--- src/rtl/lif_pkg.sv ---
// rtl/lif_pkg.sv - shared LIF types, current format defaults, saturation helper and synapse FSM states
package lif_pkg;

  localparam int LIF_I_WIDTH      = 8;
  localparam int LIF_I_FRAC_WIDTH = 4;

  typedef logic signed [LIF_I_WIDTH-1:0] current_t;

  typedef enum logic [1:0] {
    ACCUM,
    DRAIN0,
    DRAIN1,
    DECAY
  } syn_state_e;

  // Clamp a signed value into the range of a w-bit two's complement number.
  function automatic logic signed [31:0] sat_to_width(input logic signed [31:0] v, input int w);
    logic signed [31:0] hi;
    logic signed [31:0] lo;
    hi = (32'sd1 <<< (w - 1)) - 32'sd1;
    lo = -(32'sd1 <<< (w - 1));
    if (v > hi) return hi;
    else if (v < lo) return lo;
    else return v;
  endfunction

endpackage

--- src/rtl/lif_weight_ram.sv ---
// rtl/lif_weight_ram.sv - per-synapse weight table, one write port, registered read-before-write read port
module lif_weight_ram #(
  parameter int NUM_SYN    = 16,
  parameter int ADDR_WIDTH = 4,
  parameter int DATA_WIDTH = 8
) (
  input  logic                  clk,
  input  logic                  rst,
  input  logic                  wr_en,
  input  logic [ADDR_WIDTH-1:0] wr_addr,
  input  logic [DATA_WIDTH-1:0] wr_data,
  input  logic                  rd_en,
  input  logic [ADDR_WIDTH-1:0] rd_addr,
  output logic [DATA_WIDTH-1:0] rd_data
);

  logic [DATA_WIDTH-1:0] mem [NUM_SYN];

  // Out-of-range reads return a zero weight so such events contribute nothing.
  always_ff @(posedge clk) begin
    if (rst) begin
      for (int i = 0; i < NUM_SYN; i++) mem[i] <= '0;
      rd_data <= '0;
    end else begin
      if (wr_en && (int'(wr_addr) < NUM_SYN)) mem[wr_addr] <= wr_data;
      if (rd_en) rd_data <= (int'(rd_addr) < NUM_SYN) ? mem[rd_addr] : '0;
    end
  end

endmodule

--- src/rtl/lif_synapse_integrator.sv ---
// rtl/lif_synapse_integrator.sv - weighted spike accumulator with per-tick leak and saturated current output
// Optional event statistics port ev_count enabled by defining LIF_SYN_STATS_EN.
module lif_synapse_integrator
  import lif_pkg::*;
#(
  parameter int NUM_SYN      = 16,
  parameter int SYN_ID_WIDTH = $clog2(NUM_SYN),
  parameter int W_WIDTH      = 8,
  parameter int I_WIDTH      = LIF_I_WIDTH,
  parameter int I_FRAC_WIDTH = LIF_I_FRAC_WIDTH,
  parameter int ACC_WIDTH    = 12,
  parameter int TAU_SHIFT    = 3
) (
  input  logic                    clk,
  input  logic                    rst,
  input  logic                    wr_en,
  input  logic [SYN_ID_WIDTH-1:0] wr_addr,
  input  logic [W_WIDTH-1:0]      wr_data,
  input  logic                    ev_valid,
  output logic                    ev_ready,
  input  logic [SYN_ID_WIDTH-1:0] ev_syn_id,
  input  logic                    tick,
  output logic [I_WIDTH-1:0]      current_out,
  output logic                    current_valid,
  output logic                    tick_overrun
`ifdef LIF_SYN_STATS_EN
  ,
  output logic [15:0]             ev_count
`endif
);

  if (ACC_WIDTH < W_WIDTH || ACC_WIDTH < I_WIDTH || I_FRAC_WIDTH >= I_WIDTH) begin : g_bad_cfg
    $error("lif_synapse_integrator: inconsistent width parameters");
  end

  syn_state_e                  state;
  logic                        accept;
  logic                        s1_valid;
  logic [W_WIDTH-1:0]          w_q;
  logic signed [ACC_WIDTH-1:0] acc;
  logic signed [31:0]          acc_sum;

  assign ev_ready = (state == ACCUM);
  assign accept   = ev_valid && ev_ready;
  assign acc_sum  = 32'(acc) + 32'($signed(w_q));

  lif_weight_ram #(
    .NUM_SYN   (NUM_SYN),
    .ADDR_WIDTH(SYN_ID_WIDTH),
    .DATA_WIDTH(W_WIDTH)
  ) u_weight_ram (
    .clk    (clk),
    .rst    (rst),
    .wr_en  (wr_en),
    .wr_addr(wr_addr),
    .wr_data(wr_data),
    .rd_en  (accept),
    .rd_addr(ev_syn_id),
    .rd_data(w_q)
  );

  // Events cannot be accepted after the tick cycle, so stage 2 is always idle during DECAY.
  always_ff @(posedge clk) begin
    if (rst) begin
      state         <= ACCUM;
      s1_valid      <= 1'b0;
      acc           <= '0;
      current_out   <= '0;
      current_valid <= 1'b0;
      tick_overrun  <= 1'b0;
    end else begin
      s1_valid      <= accept;
      current_valid <= (state == DECAY);
      if (tick && state != ACCUM) tick_overrun <= 1'b1;

      case (state)
        ACCUM:   if (tick) state <= DRAIN0;
        DRAIN0:  state <= DRAIN1;
        DRAIN1:  state <= DECAY;
        DECAY:   state <= ACCUM;
        default: state <= ACCUM;
      endcase

      if (state == DECAY) begin
        current_out <= I_WIDTH'(sat_to_width(32'(acc), I_WIDTH));
        acc         <= acc - (acc >>> TAU_SHIFT);
      end else if (s1_valid) begin
        acc <= ACC_WIDTH'(sat_to_width(acc_sum, ACC_WIDTH));
      end
    end
  end

`ifdef LIF_SYN_STATS_EN
  logic [15:0] ev_cnt;

  always_ff @(posedge clk) begin
    if (rst) begin
      ev_cnt   <= '0;
      ev_count <= '0;
    end else if (state == DECAY) begin
      ev_count <= ev_cnt;
      ev_cnt   <= '0;
    end else if (accept && ev_cnt != 16'hFFFF) begin
      ev_cnt <= ev_cnt + 16'd1;
    end
  end
`endif

endmodule

--- config.mk ---
export PLATFORM = sky130hd
export DESIGN_NAME = lif_synapse_integrator
export DESIGN_NICKNAME = d
export VERILOG_FILES = /design/src/rtl/lif_pkg.sv /design/src/rtl/lif_weight_ram.sv /design/src/rtl/lif_synapse_integrator.sv
export SDC_FILE = /design/constraint.sdc
export NUM_CORES = 1
export LEC_CHECK = 0
export BUFFER_PORTS_ARGS = -buffer_cell sky130_fd_sc_hd__buf_4
export CORE_MARGIN = 10
export CORE_UTILIZATION = 47
export CTS_BUF_LIST = sky130_fd_sc_hd__clkbuf_4
export DETAILED_ROUTE_END_ITERATION = 10
export PLACE_DENSITY = 0.73
export SLEW_MARGIN = 10
export SYNTH_ARGS = -nofsm -noshare
export SYNTH_HDL_FRONTEND = slang
export SYNTH_HIERARCHICAL = 1
export SYNTH_SLANG_ARGS = --single-unit
--- constraint.sdc ---
create_clock -name clk -period 7.12 [get_ports clk]
set_clock_uncertainty 0.2 [all_clocks]
set_input_delay 0.712 -clock clk [delete_from_list [all_inputs] [get_ports clk]]
set_output_delay 0.712 -clock clk [all_outputs]
set_load 0.02 [all_outputs]
==> run metrics <==
outcome finished, final reports clean; RSZ-0062 raised after global routing false; Core ar. 0.01748 mm^2; number of synthesized flops with an enable pin 128; Placement Cell Area 0.008827 mm^2; number of synthesized register bits 161; largest net degree at the start of global routing 65; antenna violations before repair 1; setup bufs post-CTS 0; VDD IR max 133.0 uV; Max Slew Vio Count 0; NumNets Final 813; row count 48; clk slew on worst S/H paths 0.13 ns; YS warnings 6; routed wire length 18.58 mm; worst-path maximum fanout 7; critical path startpoint category register; DR vias 5661; Global Route Usage Sum 0.1570; Pwr Density 289.7 mW/mm^2; Final Hold Vio Count 0; Max Clk Rate 0.2967 GHz; register area share after synthesis 0.5332; Period Utilization, post-route 0.4734; Setup Crit Path Kind register to register; # DRC 0; mux contribution to synthesized area 0.07820; synth-to-layout area growth 7.701%; Leak 3.543 nW; initial core utilization 0.4834; synthesized instance count 741; share of post-route cells with drive strength above 1 0.1290; Post-Synth XOR/XNOR Area 0.01762; clock sinks 161; Largest stage delay, worst path 0.50 ns; drt wl/cell 18.56 um; Worst Path Required 7.35 ns; Die Height 154.1 um; dominant synthesized flop cell edfxtp_1; Setup violations, final 0; hold_ws 0.2221 ns; ys async rst share 0; Hold-fix buffers, CTS 0; Top Ports 32; total grt overflow 0; max cap viols 0; fraction of the mapped netlist area in compound gates 0.09049; fin area 0.009099 mm^2; main combinational cell family by area after synthesis simple AND/OR/NAND/NOR gates; clock buffer depth 2; slowest stage cell on the critical path dfxtp_1; Pwr Total 0.002635 W; final core occ 0.5206; CTS resizes 0; Netlist cell types 53; routability cong. 0.8456; Max H-tree Level 4; Die Wd 154.1 um; actual slew at the worst max-slew pin 1.312 ns; Inserted Clock Buffers 17; Post-Synth Adder-Cell Area 0.04858; Clk Latency, worst-skew pair 0.57 ns; Crit. End Element register; die area 0.02374 mm^2; syn_area_per_cell 11.40 um^2; Initial DRC Count 543; simple-gate share of the synthesized area 0.2017; CP cell instances ha_1 > a211o_1 > a311o_1 > a211o_1 > a311oi_2 > o21ai_1 > and2_1 > a221oi_2 > nor3_1; CTS tree yes; Hold Crit Class input port to register; arrival time worst endpoint 3.60 ns; Final min period 3.371 ns; PortBufs 31; first-pass GRT wire length 30.10 mm; mapped cell area 0.008448 mm^2; number of global-route vias before repair 5697; relative max-transition margin 0.1223; remaining antenna violation count after routing 0; Pre-antenna DRT Iters 5; via/cell ratio 5.655; syn_nets 792; TNS Setup 0 ns; crit-path most repeated cell a211o_1; clock root cell clkbuf_4; dpl hpwl 12.92 mm
state kept, by name, indices dropped and copies added, names as in the netlist:
signal	flops
current_valid	1
u_weight_ram/mem	128
current_out	8
u_weight_ram/rd_data	8
tick_overrun	1
state	2
s1_valid	1
acc	12
cells in the final DEF (no fill, tap or decap), types with 3 or more instances in the layout:
cell,count
inv_1,24
a22oi_1,24
clkinv_2,3
a31oi_1,5
a221oi_2,7
clkbuf_4,19
a21o_1,5
nand4_1,4
nand2b_1,8
nor2_1,37
xnor2_1,8
o21ai_0,9
o21ai_1,4
or2_2,19
dfxtp_1,33
edfxtp_1,128
o21a_1,3
o31ai_1,3
ha_1,28
inv_6,5
nor3_1,14
mux2i_1,66
buf_4,35
a211oi_1,11
nand2_1,36
nand3_1,27
and2_1,133
a21oi_1,24
xor2_1,9
nor2b_1,7
layer usage:
metal	track usage	vias to the layer above	wire (um)
li1	-	2711	-
met1	0.1973	2772	8147
met2	0.2655	159	9356
met3	0.03319	19	864
met4	0.04408	0	210
met5	0	-	0
cell families (layout without fill, tap and decap cells):
family                     count (synthesis)  in the layout
AOI/OAI and AO/OA                        105            105
xor gates and xnor gates                  17             17
adders and majority gates                 32             32
buffers and inverters                     57             91
DFF                                      161            161
muxes                                     66             66
other                                      0              1
and+or+nand+nor                          303            303
worst paths after layout:
kind,cells after the start,startpoint,slack (ns),end
hold reg to reg,2,current_out[7],0.28,current_out[7]
hold / removal,3,tick,0.22,tick_overrun
setup / recovery,9,acc[4],3.75,acc[9]
setup reg to reg,9,acc[4],3.75,acc[9]
per-stage QoR:
| stage | worst slack [ns] | std cells |
|---|---|---|
| 2_1_floorplan | 4.137 | 741 |
| 3_3_place_gp | 3.966 | 968 |
| 3_5_place_dp | 3.841 | 968 |
| 4_1_cts | 3.807 | 1000 |
| 5_1_grt | 3.551 | 1001 |
| 6_report | 3.749 | 1001 |
layout make-up:
| cell class | count | area [um^2] |
|---|---|---|
| well taps | 225 | 281.5 |
| clock buffers | 19 | 142.6 |
| fillers | 1484 | 8378 |
| repair buffers | 35 | 262.8 |
| flip-flops and latches | 161 | 4504 |
| clock inverters | 13 | 123.9 |
| diodes | 1 | 2.502 |
| inverters | 24 | 90.09 |
| multi-input cells | 523 | 3691 |
cells in the mapped netlist, drive strengths merged, types with 16 or more instances:
| cell | number | area, um^2 |
|---|---|---|
| and2 | 133 | 832.1 |
| edfxtp | 128 | 3844 |
| mux2i | 66 | 660.6 |
| nor2 | 38 | 150.1 |
| nand2 | 36 | 135.1 |
| dfxtp | 33 | 660.6 |
| ha | 28 | 350.3 |
| nand3 | 27 | 135.1 |
| a21oi | 24 | 120.1 |
| a22oi | 24 | 180.2 |
| inv | 24 | 90.09 |
| or2 | 20 | 125.1 |
| clkbuf | 19 | 71.32 |
| nor3 | 16 | 90.09 |
report_power, final:
part	internal, W	switching (W)	total, W
sequential	0.00111	0.0000776	0.00118
clock	0.000187	0.000331	0.000519
combinational	0.000381	0.000552	0.000932
critical path, delay by kind of cell, from the launching register on:
| kind | cells | cell delay, ns |
|---|---|---|
| AO/OA/AOI/OAI | 6 | 1.74 |
| adder cells (fa/ha/maj) | 1 | 0.37 |
| flip-flops | 1 | 0.50 |
| AND/OR/NAND/NOR | 2 | 0.42 |
No activity file was read; power rests on OpenSTA's default activity.
